<file path="config.mk">
export PLATFORM = sky130hd
export DESIGN_NAME = bp_host_io_arbiter
export DESIGN_NICKNAME = d
export VERILOG_FILES = /design/src/rtl/bp_me_pkg.sv /design/src/rtl/bp_host_io_arbiter_id_fifo.sv /design/src/rtl/bp_host_io_arbiter.sv
export SDC_FILE = /design/constraint.sdc
export NUM_CORES = 1
export LEC_CHECK = 0
export BUFFER_PORTS_ARGS = -buffer_cell sky130_fd_sc_hd__buf_2
export CELL_PAD_IN_SITES_DETAIL_PLACEMENT = 1
export CELL_PAD_IN_SITES_GLOBAL_PLACEMENT = 2
export CORE_AREA = 2 2 255 257
export DETAILED_ROUTE_END_ITERATION = 8
export DIE_AREA = 0 0 257 259
export GPL_TIMING_DRIVEN = 0
export PLACE_DENSITY = 0.58
export SLEW_MARGIN = 20
export SYNTH_ARGS = -nofsm -noshare
export SYNTH_HDL_FRONTEND = slang
export SYNTH_SLANG_ARGS = --single-unit
</file>
<file path="constraint.sdc">
create_clock -name clk_i -period 3.42 [get_ports clk_i]
set_input_delay 0.684 -clock clk_i [delete_from_list [all_inputs] [get_ports clk_i]]
set_output_delay 0.684 -clock clk_i [all_outputs]
set_load 0.02 [all_outputs]
</file>
<file path="src/rtl/bp_me_pkg.sv">
// rtl/bp_me_pkg.sv - shared types and helpers for the host I/O arbiter
package bp_me_pkg;

  typedef enum logic [1:0] {e_run, e_drain, e_idle} bp_host_arb_state_e;

  // Index width that stays legal when only one item exists
  function automatic int safe_clog2(input int n);
    return (n <= 1) ? 1 : $clog2(n);
  endfunction

endpackage

</file>
<file path="src/rtl/bp_host_io_arbiter_id_fifo.sv">
// rtl/bp_host_io_arbiter_id_fifo.sv - in-order FIFO of requester IDs for commands in flight
module bp_host_io_arbiter_id_fifo
  import bp_me_pkg::*;
#(
  parameter int depth_p = 16,
  parameter int width_p = 1
) (
  input  logic                       clk_i,
  input  logic                       reset_n_i,
  input  logic                       push_i,
  input  logic [width_p-1:0]         data_i,
  input  logic                       pop_i,
  output logic [width_p-1:0]         head_o,
  output logic                       full_o,
  output logic                       empty_o,
  output logic [$clog2(depth_p):0]   count_o
);

  localparam int aw_lp = safe_clog2(depth_p);

  logic [width_p-1:0] mem_r [depth_p];
  logic [aw_lp:0]     wptr_r;
  logic [aw_lp:0]     rptr_r;

  // Extra wrap bit distinguishes full from empty when the indices match
  assign empty_o = (wptr_r == rptr_r);
  assign full_o  = (wptr_r[aw_lp] != rptr_r[aw_lp]) &&
                   (wptr_r[aw_lp-1:0] == rptr_r[aw_lp-1:0]);
  assign count_o = wptr_r - rptr_r;
  assign head_o  = mem_r[rptr_r[aw_lp-1:0]];

  always_ff @(posedge clk_i or negedge reset_n_i) begin
    if (!reset_n_i) begin
      wptr_r <= '0;
      rptr_r <= '0;
    end else begin
      if (push_i) wptr_r <= wptr_r + 1'b1;
      if (pop_i)  rptr_r <= rptr_r + 1'b1;
    end
  end

  always_ff @(posedge clk_i) begin
    if (push_i) mem_r[wptr_r[aw_lp-1:0]] <= data_i;
  end

  assert property (@(posedge clk_i) disable iff (!reset_n_i) !(push_i && full_o));
  assert property (@(posedge clk_i) disable iff (!reset_n_i) !(pop_i && empty_o));

endmodule

</file>
<file path="src/rtl/bp_host_io_arbiter.sv">
// rtl/bp_host_io_arbiter.sv - round-robin host I/O command arbiter with in-order response routing
// Optional trace (cycle counter and grant/resp/error prints) under BP_HOST_ARB_TRACE_EN.
module bp_host_io_arbiter
  import bp_me_pkg::*;
#(
  parameter int num_req_p         = 2,
  parameter int msg_width_p       = 128,
  parameter int max_outstanding_p = 16,
  parameter int req_credits_p     = 4
) (
  input  logic                             clk_i,
  input  logic                             reset_n_i,
  input  logic [num_req_p*msg_width_p-1:0] cmd_i,
  input  logic [num_req_p-1:0]             cmd_v_i,
  output logic [num_req_p-1:0]             cmd_ready_and_o,
  output logic [msg_width_p-1:0]           io_cmd_o,
  output logic                             io_cmd_v_o,
  input  logic                             io_cmd_ready_and_i,
  input  logic [msg_width_p-1:0]           io_resp_i,
  input  logic                             io_resp_v_i,
  output logic                             io_resp_yumi_o,
  output logic [msg_width_p-1:0]           resp_o,
  output logic [num_req_p-1:0]             resp_v_o,
  input  logic [num_req_p-1:0]             resp_yumi_i,
  input  logic                             flush_i,
  output logic                             idle_o,
  output logic                             error_o
);

  localparam int id_width_lp   = safe_clog2(num_req_p);
  localparam int cred_width_lp = $clog2(req_credits_p + 1);
  localparam int cnt_width_lp  = $clog2(max_outstanding_p) + 1;

  bp_host_arb_state_e state_r, state_n;

  logic [id_width_lp-1:0]   rr_ptr_r;
  logic [id_width_lp-1:0]   grant;
  logic [id_width_lp-1:0]   cand;
  logic [id_width_lp-1:0]   head_id;
  logic [cred_width_lp-1:0] credit_r [num_req_p];
  logic [num_req_p-1:0]     eligible;
  logic [num_req_p-1:0]     credit_inc;
  logic [num_req_p-1:0]     credit_dec;
  logic [cnt_width_lp-1:0]  fifo_count;
  logic any_eligible, grant_en, cmd_hs, resp_pop, resp_drop;
  logic fifo_full, fifo_empty, error_r;

  function automatic int wrap_idx(input int i);
    return (i >= num_req_p) ? i - num_req_p : i;
  endfunction

  always_comb begin
    for (int i = 0; i < num_req_p; i++) begin
      eligible[i]   = cmd_v_i[i] & (credit_r[i] < cred_width_lp'(req_credits_p));
      credit_inc[i] = cmd_hs   & (grant   == id_width_lp'(i));
      credit_dec[i] = resp_pop & (head_id == id_width_lp'(i));
    end
  end

  // Scan from the farthest slot back so the one nearest the pointer wins
  always_comb begin
    grant        = '0;
    cand         = '0;
    any_eligible = 1'b0;
    for (int k = num_req_p - 1; k >= 0; k--) begin
      cand = id_width_lp'(wrap_idx(int'(rr_ptr_r) + k));
      if (eligible[cand]) begin
        grant        = cand;
        any_eligible = 1'b1;
      end
    end
  end

  always_comb begin
    io_cmd_o = '0;
    for (int i = 0; i < num_req_p; i++) begin
      if (grant == id_width_lp'(i)) io_cmd_o = cmd_i[i*msg_width_p +: msg_width_p];
    end
  end

  assign io_cmd_v_o      = reset_n_i & grant_en & any_eligible & ~fifo_full;
  assign cmd_hs          = io_cmd_v_o & io_cmd_ready_and_i;
  assign cmd_ready_and_o = cmd_hs ? (num_req_p'(1) << grant) : '0;

  assign resp_o         = io_resp_i;
  assign resp_v_o       = (reset_n_i & io_resp_v_i & ~fifo_empty) ? (num_req_p'(1) << head_id) : '0;
  assign resp_pop       = |(resp_v_o & resp_yumi_i);
  // A response with nothing outstanding is swallowed so the host never stalls on it
  assign resp_drop      = reset_n_i & io_resp_v_i & fifo_empty;
  assign io_resp_yumi_o = resp_pop | resp_drop;
  assign error_o        = error_r;

  bp_host_io_arbiter_id_fifo #(
    .depth_p (max_outstanding_p),
    .width_p (id_width_lp)
  ) id_fifo (
    .clk_i     (clk_i),
    .reset_n_i (reset_n_i),
    .push_i    (cmd_hs),
    .data_i    (grant),
    .pop_i     (resp_pop),
    .head_o    (head_id),
    .full_o    (fifo_full),
    .empty_o   (fifo_empty),
    .count_o   (fifo_count)
  );

  // Drain finishes as the last response pops, so idle_o rises the following cycle
  always_comb begin
    state_n  = state_r;
    grant_en = 1'b0;
    idle_o   = 1'b0;
    unique case (state_r)
      e_run: begin
        grant_en = 1'b1;
        if (flush_i) state_n = e_drain;
      end
      e_drain: begin
        if (!flush_i) state_n = e_run;
        else if (fifo_empty | (resp_pop & (fifo_count == cnt_width_lp'(1)))) state_n = e_idle;
      end
      e_idle: begin
        idle_o = 1'b1;
        if (!flush_i) state_n = e_run;
      end
      default: state_n = e_run;
    endcase
  end

  always_ff @(posedge clk_i or negedge reset_n_i) begin
    if (!reset_n_i) begin
      state_r  <= e_run;
      rr_ptr_r <= '0;
      error_r  <= 1'b0;
      for (int i = 0; i < num_req_p; i++) credit_r[i] <= '0;
    end else begin
      state_r <= state_n;
      if (cmd_hs) rr_ptr_r <= (grant == id_width_lp'(num_req_p - 1)) ? '0 : grant + 1'b1;
      if (resp_drop) error_r <= 1'b1;
      for (int i = 0; i < num_req_p; i++) begin
        if (credit_inc[i] & ~credit_dec[i])      credit_r[i] <= credit_r[i] + 1'b1;
        else if (credit_dec[i] & ~credit_inc[i]) credit_r[i] <= credit_r[i] - 1'b1;
      end
    end
  end

  for (genvar gi = 0; gi < num_req_p; gi++) begin : g_credit_chk
    assert property (@(posedge clk_i) disable iff (!reset_n_i)
      !(credit_inc[gi] && !credit_dec[gi] && credit_r[gi] == cred_width_lp'(req_credits_p)));
    assert property (@(posedge clk_i) disable iff (!reset_n_i)
      !(credit_dec[gi] && !credit_inc[gi] && credit_r[gi] == '0));
  end

`ifdef BP_HOST_ARB_TRACE_EN
  logic [63:0] cyc_r;

  always_ff @(posedge clk_i or negedge reset_n_i) begin
    if (!reset_n_i) begin
      cyc_r <= '0;
    end else begin
      cyc_r <= cyc_r + 64'd1;
      if (cmd_hs)               $display("[ARB] %0d grant=%0d", cyc_r, grant);
      if (resp_pop)             $display("[ARB] %0d resp=%0d", cyc_r, head_id);
      if (resp_drop & ~error_r) $display("[ARB] %0d error", cyc_r);
    end
  end
`endif

endmodule

</file>
==> results.sh, run 1 <==
export IMPL_yosys_top_cells_area="nand2_1, buf_4, dfrtp_1"
export IMPL_setup_tns_ns=0
export IMPL_initial_utilization=0.0698
export IMPL_grt_pass1_vias=6689
export IMPL_cts_buffers=5
export IMPL_timing_hold_ws_ns=0.398
export IMPL_areaGrowthSynthToFinish_pct=87.1
export IMPL_track_usage=0.0712
export IMPL_cp_buffers_inverters=5
export IMPL_fillCellCount=7991
export IMPL_startpoint_type="primary input"
export IMPL_end_kind="primary output"
export IMPL_io_buffers=528
export IMPL_fin_crit_sh=0.933
export IMPL_ir_worst_vdd_mv=0.179
export IMPL_num_vias=6234
export IMPL_rrSetupSlack_ns=0.52
export IMPL_p_leak_nw=4.77
export IMPL_hold_path_class="primary input to async pin"
export IMPL_crit_type="primary input to primary output"
export IMPL_netlist_cell_type_count=35
export IMPL_drt_iter0_drc=160
export IMPL_drtPass1Iterations=4
export IMPL_antenna_found_initial=2
export IMPL_die_w_um=257
export IMPL_grt_max_degree=26
export IMPL_hold_violations=0
export IMPL_clkLatencyLatePin_ns=0.28
export IMPL_setup_viol=0
export IMPL_critPathTopFamily="buffers and inverters"
export IMPL_crit_arrival_ns=2.51
export IMPL_r2r_end="credit_r[1]$_DFFE_PN0P_"
export IMPL_wl_per_cell_um=12.3
export IMPL_core_um2=63900
export IMPL_synthCells=710
export IMPL_timing_final_ws_setup_ns=0.230
export IMPL_yosysSeqAreaShare=0.220
export IMPL_path_cells="buf_2 -> nor2b_1 -> o21ai_1 -> inv_1 -> clkbuf_4 -> clkbuf_1 -> nand2_1 -> nand2_1 -> buf_2"
export IMPL_final_util=0.131
export IMPL_yosysTopAreaCellShare=0.336
export IMPL_clk_pin_slew_worst_paths_ns=0.06
export IMPL_cp_slowest_cell="clkbuf_1"
export IMPL_yosysWarningCount=0
export IMPL_final_common_cell="buf_2"
export IMPL_cp_required_ns=2.74
export IMPL_pre_cts_ws_ns=-0.804
export IMPL_syn_nets=1117
export IMPL_cts_path_max_buffers=2
export IMPL_postPlaceCellArea_um2=8170
export IMPL_cpPeakStageDelay_ns=0.44
export IMPL_status="finished clean"
export IMPL_place_congestion=0.808
export IMPL_cap_violations=0
export IMPL_ys_seq_elements=36
export IMPL_synth_top_cell_by_area="nand2_1"
export IMPL_drive_gt1_frac=0.555
export IMPL_cts_sinks=36
export IMPL_tightest_slew_ns=0.869
export IMPL_r2r_start="id_fifo.rptr_r[3]$_DFFE_PN0P_"
export IMPL_design_die_area_um2=66600
export IMPL_grt_pass1_wl_mm=37.6
export IMPL_cts_root_buf="clkbuf_16"
export IMPL_h_tree_depth=2
export IMPL_final_nets=1651
export IMPL_power_density_nw_per_um2=531
export IMPL_num_rows=93
export IMPL_layout_common_cells="buf_2, nand2_1, buf_4, dfrtp_1, nor2_1"
export IMPL_fmax_mhz=313
export IMPL_design_area_um2=8350
export IMPL_routed_wl_mm=25.9
export IMPL_netlist_area_um2=4460
export IMPL_die_y_um=259
export IMPL_syn_area_per_cell_um2=6.28
export IMPL_period_minus_slack_ns=3.19
export IMPL_io_pins=657
export IMPL_drv_slew=0
export IMPL_cts_tree="yes"
export IMPL_hpwl_mm=23.1
export IMPL_worst_r2r_cell_count=12
export IMPL_crit_fanout=10
export IMPL_fin_skew_ns=0.00267
export IMPL_overflow=0
export IMPL_viasPerCell=2.97
export IMPL_drc=0
export IMPL_post_cts_buffers=0
export IMPL_cts_hold_buf=0
export IMPL_rsz0062_at_grt="false"
export IMPL_slew_headroom=0.420
export IMPL_ant_nets=0
==> through the flow <==
stage          total power (W)  std cells
2_1_floorplan          0.00278        710
3_3_place_gp           0.00402       2093
3_5_place_dp           0.00406       2093
4_1_cts                0.00456       2101
5_1_grt                0.00486       2100
6_report               0.00443       2101
==> layout make-up <==
class,count,area [um^2],area share
Sequential cell,36,981,0.118
Inverter,10,37.5,0.00450
Tap cell,855,1070,0.128
Buffer,161,1120,0.135
Clock inverter,3,23.8,0.00285
Antenna cell,1,2.50,0.000300
Multi-Input combinational cell,502,2340,0.280
Timing Repair Buffer,528,2640,0.317
Clock buffer,5,125,0.0150
==> worst max-delay path by stage <==
stage	from	endpoint	slack, ns	cells after the start
2_1_floorplan	id_fifo.rptr_r[2]$_DFFE_PN0P_	credit_r[2]$_DFFE_PN0P_	0.53	13
3_3_place_gp	cmd_v_i[1]	io_cmd_o[2]	-0.71	9
3_5_place_dp	cmd_v_i[1]	io_cmd_o[2]	-0.80	9
4_1_cts	credit_r[5]$_DFFE_PN0P_	io_cmd_o[72]	0.05	7
5_1_grt	cmd_v_i[1]	io_cmd_o[90]	0.004	9
6_report	cmd_v_i[1]	io_cmd_o[90]	0.23	9
==> where the power goes <==
part	internal, W	total, W	leakage [nW]	switching (W)
registers	0.000585	0.000683	0.388	0.0000983
clock network	0.000271	0.000458	0.0660	0.000187
logic	0.00118	0.00329	4.31	0.00212
total	0.00203	0.00443	4.77	0.00240
==> Yosys cell counts <==
cell type / count
a21o_1: 1
a21oi_1: 4
a31o_1: 1
a31oi_1: 1
a32o_2: 1
and2_1: 1
and3_1: 2
and4_1: 2
buf_1: 1
buf_2: 2
buf_4: 129
buf_6: 1
clkbuf_1: 29
dfrtp_1: 20
edfxtp_1: 16
fa_1: 3
ha_1: 11
inv_1: 10
mux2_2: 4
mux2i_1: 2
mux2i_4: 1
mux4_2: 3
nand2_1: 399
nand2b_1: 5
nand3_1: 3
nand4_1: 6
nor2_1: 18
nor2b_1: 5
nor3_1: 4
nor4_1: 1
o21ai_0: 4
o21ai_1: 1
o21bai_1: 1
xnor2_1: 12
xor2_1: 6
==> worst register-to-register path, stage by stage, from the launching register on <==
cell	delay [ns]
dfrtp_1	0.31
buf_2	0.20
inv_1	0.09
ha_1	0.35
and4_1	0.21
nand2_1	0.22
nand3_1	0.14
nor2_1	0.20
nand2_1	0.10
ha_1	0.21
inv_1	0.07
fa_1	0.40
mux2_2	0.27
==> timing repair <==
item,CTS,global route
gates cloned,0,0
endpoints found under the hold margin,0,0
setup endpoints to repair,119,12
resized for setup,9,12
==> layer usage <==
metal | routed length (um) | track usage
met4 | 369 | 0.0139
met3 | 1900 | 0.0178
met5 | 0 | 0
met1 | 9650 | 0.0785
met2 | 14000 | 0.137
==> kinds of logic after synthesis <==
| logic type | after synthesis | share of synthesized area |
|---|---|---|
| AOI/OAI and AO/OA | 14 | 0.0194 |
| muxes | 10 | 0.0348 |
| and+or+nand+nor | 446 | 0.391 |
| DFF | 36 | 0.220 |
| buffers and inverters | 172 | 0.256 |
| xor gates and xnor gates | 18 | 0.0353 |
| adders and majority gates | 14 | 0.0443 |
==> registers in the layout, summed over array words and instances, names as in the netlist <==
| register | count |
|---|---|
| id_fifo.wptr_r | 5 |
| rr_ptr_r | 1 |
| error_o | 1 |
| state_r | 2 |
| id_fifo.rptr_r | 5 |
| id_fifo.mem_r | 16 |
| credit_r | 6 |
Power figures use the tool's default switching activity.
==> run 2, diff against run 1 <==
--- a/config.mk
+++ b/config.mk
@@ -11,7 +11,6 @@
 export CORE_AREA = 2 2 255 257
 export DETAILED_ROUTE_END_ITERATION = 8
 export DIE_AREA = 0 0 257 259
-export GPL_TIMING_DRIVEN = 0
 export PLACE_DENSITY = 0.58
 export SLEW_MARGIN = 20
 export SYNTH_ARGS = -nofsm -noshare
==> constraint.sdc (replaced) <==
create_clock -name clk_i -period 3.6 [get_ports clk_i]
set_input_delay 0.36 -clock clk_i [delete_from_list [all_inputs] [get_ports clk_i]]
set_output_delay 0.36 -clock clk_i [all_outputs]
set_load 0.02 [all_outputs]
==> results.sh, run 2 (same netlist as run 1, synthesis figures left out) <==
export IMPL_status="finished with violations"
export IMPL_violations="negative hold slack"
export IMPL_final_common_cell="buf_2"
export IMPL_overflow=0
export IMPL_final_nets=1367
export IMPL_post_cts_buffers=0
export IMPL_pre_cts_ws_ns=0.604
export IMPL_routed_wl_mm=19.7
export IMPL_cts_tree="yes"
export IMPL_cts_buffers=5
export IMPL_initial_utilization=0.0698
export IMPL_crit_start="id_fifo.rptr_r[2]$_DFFE_PN0P_"
export IMPL_hold_path_class="primary input to async pin"
export IMPL_drv_slew=0
export IMPL_ir_worst_vdd_mv=0.228
export IMPL_hold_violations=1
export IMPL_layout_common_cells="buf_2, nand2_1, dfrtp_1, nor2_1, edfxtp_1"
export IMPL_p_leak_nw=3.59
export IMPL_drive_gt1_frac=0.439
export IMPL_startpoint_type="register"
export IMPL_hpwl_mm=16.6
export IMPL_io_pins=657
export IMPL_period_minus_slack_ns=3.01
export IMPL_tightest_slew_ns=0.683
export IMPL_antenna_found_initial=1
export IMPL_fmax_mhz=333
export IMPL_cts_root_buf="clkbuf_16"
export IMPL_cap_violations=0
export IMPL_rsz0062_at_grt="false"
export IMPL_endpoint="credit_r[2]$_DFFE_PN0P_"
export IMPL_wl_per_cell_um=10.8
export IMPL_clkLatencyLatePin_ns=0.28
export IMPL_timing_final_ws_setup_ns=0.594
export IMPL_crit_type="register to register"
export IMPL_setup_tns_ns=0
export IMPL_cts_sinks=36
export IMPL_num_rows=93
export IMPL_worst_r2r_cell_count=12
export IMPL_design_die_area_um2=66600
export IMPL_drc=0
export IMPL_largest_reg_flops=16
export IMPL_fillCellCount=7932
export IMPL_ant_nets=0
export IMPL_num_vias=5207
export IMPL_ctsResizeCount=0
export IMPL_areaGrowthSynthToFinish_pct=49.3
export IMPL_die_y_um=259
export IMPL_r2r_end="credit_r[2]$_DFFE_PN0P_"
export IMPL_crit_fanout=8
export IMPL_core_um2=63900
export IMPL_r2r_start="id_fifo.rptr_r[2]$_DFFE_PN0P_"
export IMPL_power_total_w=0.00380
export IMPL_clk_pin_slew_worst_paths_ns=0.06
export IMPL_place_congestion=0.784
export IMPL_crit_arrival_ns=3.20
export IMPL_postPlaceCellArea_um2=6520
export IMPL_die_w_um=257
export IMPL_rrSetupSlack_ns=0.59
export IMPL_fin_skew_ns=0.00612
export IMPL_cts_hold_buf=0
export IMPL_grt_pass1_wl_mm=29.8
export IMPL_cp_required_ns=3.80
export IMPL_power_density_nw_per_um2=570
export IMPL_antenna_cells=0
export IMPL_io_buffers=400
export IMPL_setup_viol=0
export IMPL_timing_hold_ws_ns=-0.00154
export IMPL_h_tree_depth=2
export IMPL_viasPerCell=2.87
export IMPL_design_area_um2=6660
export IMPL_slew_headroom=0.545
export IMPL_final_util=0.104
export IMPL_drt_iter0_drc=126
export IMPL_drtPass1Iterations=4
export IMPL_track_usage=0.0552
export IMPL_cts_path_max_buffers=2
export IMPL_grt_pass1_vias=5697
export IMPL_end_kind="register"
export IMPL_fin_crit_sh=0.835
export IMPL_grt_max_degree=74
[run 2: cell types whose count changed in the layout (fill, tap and decap cells not counted), sizes merged]
cell | before | now
buf | 660 | 405
clkbuf | 34 | 7
clkinvlp | 2 | 0
diode | 1 | 0
[run 2: report_power, final]
group          internal [W]  switching, W
clock network      0.000258      0.000160
registers          0.000554      0.000170
logic              0.000956       0.00170
total               0.00177       0.00203
[run 2: critical path: stages (launching register included)]
cell,delay [ns]
dfrtp_1,0.55
inv_1,0.12
ha_1,0.38
and4_1,0.26
nand2b_1,0.07
and4_1,0.25
and3_1,0.22
ha_1,0.20
inv_1,0.06
fa_1,0.38
xor2_1,0.15
nor2_1,0.12
xor2_1,0.16
[run 2: how the worst min path moves through the flow]
stage / end / slack (ns) / cells past startpoint
2_1_floorplan: credit_r[0]$_DFFE_PN0P_ / 0.06 / 0
3_3_place_gp: error_o$_DFFE_PN0P_ / 0.31 / 1
3_5_place_dp: error_o$_DFFE_PN0P_ / 0.31 / 1
4_1_cts: error_o$_DFFE_PN0P_ / 0.01 / 1
5_1_grt: error_o$_DFFE_PN0P_ / 0.02 / 1
6_report: error_o$_DFFE_PN0P_ / -0.002 / 1
[run 2: area by class of cell]
cell class | instances | area [um^2] | share of cell area
well taps | 855 | 1070 | 0.161
flip-flops and latches | 36 | 981 | 0.147
clock inverters | 1 | 8.76 | 0.00132
multi-input cells | 502 | 2350 | 0.353
inverters | 10 | 40.0 | 0.00601
repair buffers | 405 | 2080 | 0.312
clock buffers | 7 | 133 | 0.0199
[run 2: per-layer routing]
metal  wire length (um)  global-route usage  vias up
li1                   -                   -     2546
met1               7390              0.0568     2330
met4                308              0.0129        2
met3               1860              0.0207       19
met5                 13                   0        -
met2              10100               0.105      310
[run 2: metrics by stage]
stage | cells | hold WS (ns)
6_report | 1816 | -0.00154
5_1_grt | 1816 | 0.0214
4_1_cts | 1816 | 0.0112
3_5_place_dp | 1808 | 0.311
3_3_place_gp | 1808 | 0.309
2_1_floorplan | 710 | 0.0644
==> run 3, diff against run 2 <==
--- a/config.mk
+++ b/config.mk
@@ -5,13 +5,14 @@
 export SDC_FILE = /design/constraint.sdc
 export NUM_CORES = 1
 export LEC_CHECK = 0
+export ABC_AREA = 1
 export BUFFER_PORTS_ARGS = -buffer_cell sky130_fd_sc_hd__buf_2
 export CELL_PAD_IN_SITES_DETAIL_PLACEMENT = 1
 export CELL_PAD_IN_SITES_GLOBAL_PLACEMENT = 2
-export CORE_AREA = 2 2 255 257
+export CORE_AREA = 2 2 254 256
 export DETAILED_ROUTE_END_ITERATION = 8
-export DIE_AREA = 0 0 257 259
-export PLACE_DENSITY = 0.58
+export DIE_AREA = 0 0 256 258
+export PLACE_DENSITY = 0.59
 export SLEW_MARGIN = 20
 export SYNTH_ARGS = -nofsm -noshare
 export SYNTH_HDL_FRONTEND = slang
==> constraint.sdc (replaced) <==
create_clock -name clk_i -period 3.1 [get_ports clk_i]
set_input_delay 0.31 -clock clk_i [delete_from_list [all_inputs] [get_ports clk_i]]
set_output_delay 0.31 -clock clk_i [all_outputs]
set_load 0.02 [all_outputs]
==> results.sh, run 3 <==
export IMPL_status="finished clean"
export IMPL_drv_slew=0
export IMPL_crit_start="id_fifo.rptr_r[3]$_DFFE_PN0P_"
export IMPL_switching_share=0.568
export IMPL_io_pins=657
export IMPL_rrSetupSlack_ns=0.29
export IMPL_synth_common_cells="nand2_1, buf_4, inv_1, nor2_1, dfrtp_1"
export IMPL_endpoint="credit_r[2]$_DFFE_PN0P_"
export IMPL_slew_headroom=0.702
export IMPL_final_common_cell="nand2_1"
export IMPL_synthAdderAreaFrac=0.0421
export IMPL_die_y_um=258
export IMPL_grt_max_degree=84
export IMPL_synth_mux_area_fraction=0.00479
export IMPL_io_buffers=400
export IMPL_fmax_mhz=356
export IMPL_hold_path_class="primary input to register"
export IMPL_synth_top_cell_by_area="nand2_1"
export IMPL_cp_buffers_inverters=3
export IMPL_clk_pin_slew_worst_paths_ns=0.06
export IMPL_ant_nets=0
export IMPL_power_density_nw_per_um2=660
export IMPL_ir_worst_vdd_mv=0.275
export IMPL_postSynth_asyncResetShare=0.556
export IMPL_cp_slowest_cell="dfrtp_1"
export IMPL_synth_edff_count=16
export IMPL_worst_r2r_cell_count=13
export IMPL_end_kind="register"
export IMPL_crit_fanout=6
export IMPL_overflow=0
export IMPL_drive_gt1_frac=0.422
export IMPL_num_rows=93
export IMPL_p_int_w=0.00200
export IMPL_netlist_area_um2=4700
export IMPL_synthCells=792
export IMPL_syn_nets=1199
export IMPL_core_um2=63600
export IMPL_areaGrowthSynthToFinish_pct=49.2
export IMPL_netlist_cell_type_count=35
export IMPL_initial_utilization=0.0738
export IMPL_ys_seq_elements=36
export IMPL_track_usage=0.0921
export IMPL_synth_compound_area_share=0.0202
export IMPL_cp_required_ns=3.26
export IMPL_yosysTopAreaCellShare=0.369
export IMPL_fillCellCount=7969
export IMPL_final_nets=1461
export IMPL_path_depth=13
export IMPL_fin_skew_ns=0.00477
export IMPL_largest_reg_flops=16
export IMPL_regArea_um2=981
export IMPL_crit_type="register to register"
export IMPL_p_leak_nw=3.88
export IMPL_ys_flop_type="dfrtp_1"
export IMPL_antenna_found_initial=7
export IMPL_power_total_w=0.00462
export IMPL_cpPeakStageDelay_ns=0.43
export IMPL_layout_common_cells="nand2_1, buf_2, inv_1, nor2_1, dfrtp_1"
export IMPL_design_die_area_um2=66000
export IMPL_hpwl_mm=28.3
export IMPL_h_tree_depth=2
export IMPL_die_w_um=256
export IMPL_grt_pass1_vias=6286
export IMPL_cts_root_buf="clkbuf_16"
export IMPL_fin_crit_sh=0.907
export IMPL_syn_area_per_cell_um2=5.93
export IMPL_tightest_slew_ns=0.446
export IMPL_p_seq_frac=0.170
export IMPL_cts_tree="yes"
export IMPL_r2r_end="credit_r[2]$_DFFE_PN0P_"
export IMPL_combPwrFrac=0.716
export IMPL_cts_path_max_buffers=2
export IMPL_yosysSeqAreaShare=0.209
export IMPL_setup_viol=0
export IMPL_setup_tns_ns=0
export IMPL_routed_wl_mm=32.0
export IMPL_wl_per_cell_um=16.8
export IMPL_drc=0
export IMPL_timing_hold_ws_ns=0.286
export IMPL_critPathTopFamily="adder cells"
export IMPL_multi_input_area_um2=2500
export IMPL_rsz0062_at_grt="false"
export IMPL_synth_top_family_by_area="simple AND/OR/NAND/NOR gates"
export IMPL_yosys_top_cells_area="nand2_1, buf_4, dfrtp_1"
export IMPL_p_clk_frac=0.114
export IMPL_synthXorXnorAreaFrac=0.0258
export IMPL_startpoint_type="register"
export IMPL_power_net_switching_w=0.00263
export IMPL_clkLatencyLatePin_ns=0.29
export IMPL_cts_sinks=36
export IMPL_synth_simple_area_share=0.437
export IMPL_drtPass1Iterations=4
export IMPL_synth_most_common_cell="nand2_1"
export IMPL_path_cells="clkinvlp_4 -> ha_1 -> nand4_1 -> inv_1 -> a21oi_2 -> nand2_2 -> nor2_1 -> ha_1 -> inv_1 -> fa_1 -> a21oi_1 -> o21ai_0 -> xor2_1"
export IMPL_yosysWarningCount=0
export IMPL_hold_violations=0
export IMPL_num_vias=5794
export IMPL_cap_violations=0
export IMPL_place_congestion=0.814
export IMPL_drt_iter0_drc=200
export IMPL_grt_pass1_wl_mm=44.3
export IMPL_viasPerCell=3.03
export IMPL_r2r_start="id_fifo.rptr_r[3]$_DFFE_PN0P_"
export IMPL_crit_arrival_ns=2.97
export IMPL_cts_buffers=5
export IMPL_period_minus_slack_ns=2.81
run 3: cell count changes in the layout (fill, tap and decap cells not counted), sizes merged, moves of 7 or more:
| cell | previous run | this run |
|---|---|---|
| xnor2 | 12 | 3 |
| nor2 | 18 | 25 |
| inv | 10 | 32 |
| nand3 | 3 | 19 |
| nand2 | 399 | 467 |
| buf | 405 | 412 |
run 3: per-stage QoR:
| stage | std cells | utilization | instance area (um^2) | setup slack (ns) |
|---|---|---|---|---|
| after global placement | 1898 | 0.107 | 6820 | 0.280 |
| after floorplan | 792 | - | 4700 | 0.0544 |
| final | 1911 | 0.110 | 7010 | 0.289 |
| after detailed placement | 1898 | 0.107 | 6820 | 0.213 |
| after CTS | 1907 | 0.110 | 6980 | 0.202 |
| after global routing | 1910 | 0.110 | 7010 | 0.00757 |
run 3: kinds of logic (layout without fill, tap and decap cells):
kind of cell               after synthesis  in the layout
adders and majority gates               14             14
AOI/OAI and AO/OA                       17             17
xor gates and xnor gates                13             13
and+or+nand+nor                        519            519
buffers and inverters                  191            454
muxes                                    2              2
other                                    0              1
DFF                                     36             36
run 3: worst register-to-register path: stages (launching register included):
cell	delay, ns
dfrtp_1	0.43
clkinvlp_4	0.17
ha_1	0.37
nand4_1	0.16
inv_1	0.07
a21oi_2	0.15
nand2_2	0.13
nor2_1	0.16
ha_1	0.16
inv_1	0.06
fa_1	0.38
a21oi_1	0.15
o21ai_0	0.13
xor2_1	0.16
run 3: power by group through the flow:
stage,sequential [W],combinational [W],clock (W)
6_report,0.000787,0.00331,0.000526
5_1_grt,0.000809,0.00366,0.000565
4_1_cts,0.000787,0.00339,0.000542
3_5_place_dp,0.000797,0.00337,0
3_3_place_gp,0.000788,0.00332,0
2_1_floorplan,0.000754,0.00219,0
run 3: layout make-up:
cell class	instances	share of cell area
repair buffers	413	0.311
diodes	1	0.000357
clock buffers	5	0.0178
multi-input cells	565	0.356
well taps	855	0.153
clock inverters	3	0.00339
inverters	33	0.0186
flip-flops and latches	36	0.140
run 3: routing by layer:
metal | part of all wire | up-vias | GRT usage
li1 | - | 2794 | -
met1 | 0.40 | 2537 | 0.104
met2 | 0.45 | 421 | 0.150
met3 | 0.12 | 30 | 0.0489
met4 | 0.023 | 12 | 0.0221
met5 | 0.0086 | - | 0.0278
run 3: how the worst min path moves through the flow:
stage | slack (ns) | start | end | cells after the start
2_1_floorplan | 0.01 | reset_n_i | credit_r[0]$_DFFE_PN0P_ | 0
3_3_place_gp | 0.21 | reset_n_i | id_fifo.rptr_r[0]$_DFFE_PN0P_ | 1
3_5_place_dp | 0.23 | reset_n_i | id_fifo.rptr_r[0]$_DFFE_PN0P_ | 1
4_1_cts | 0.28 | flush_i | state_r[1]$_DFFE_PN0P_ | 3
5_1_grt | 0.32 | flush_i | state_r[1]$_DFFE_PN0P_ | 3
6_report | 0.29 | flush_i | state_r[1]$_DFFE_PN0P_ | 3
run 3: timing repair:
item | in CTS | in global routing
hold buffers | 1 | 0
endpoints found under the setup margin | 0 | 1
buffers inserted | 0 | 3
endpoints found under the hold margin | 8 | 0
resized for setup | 0 | 1
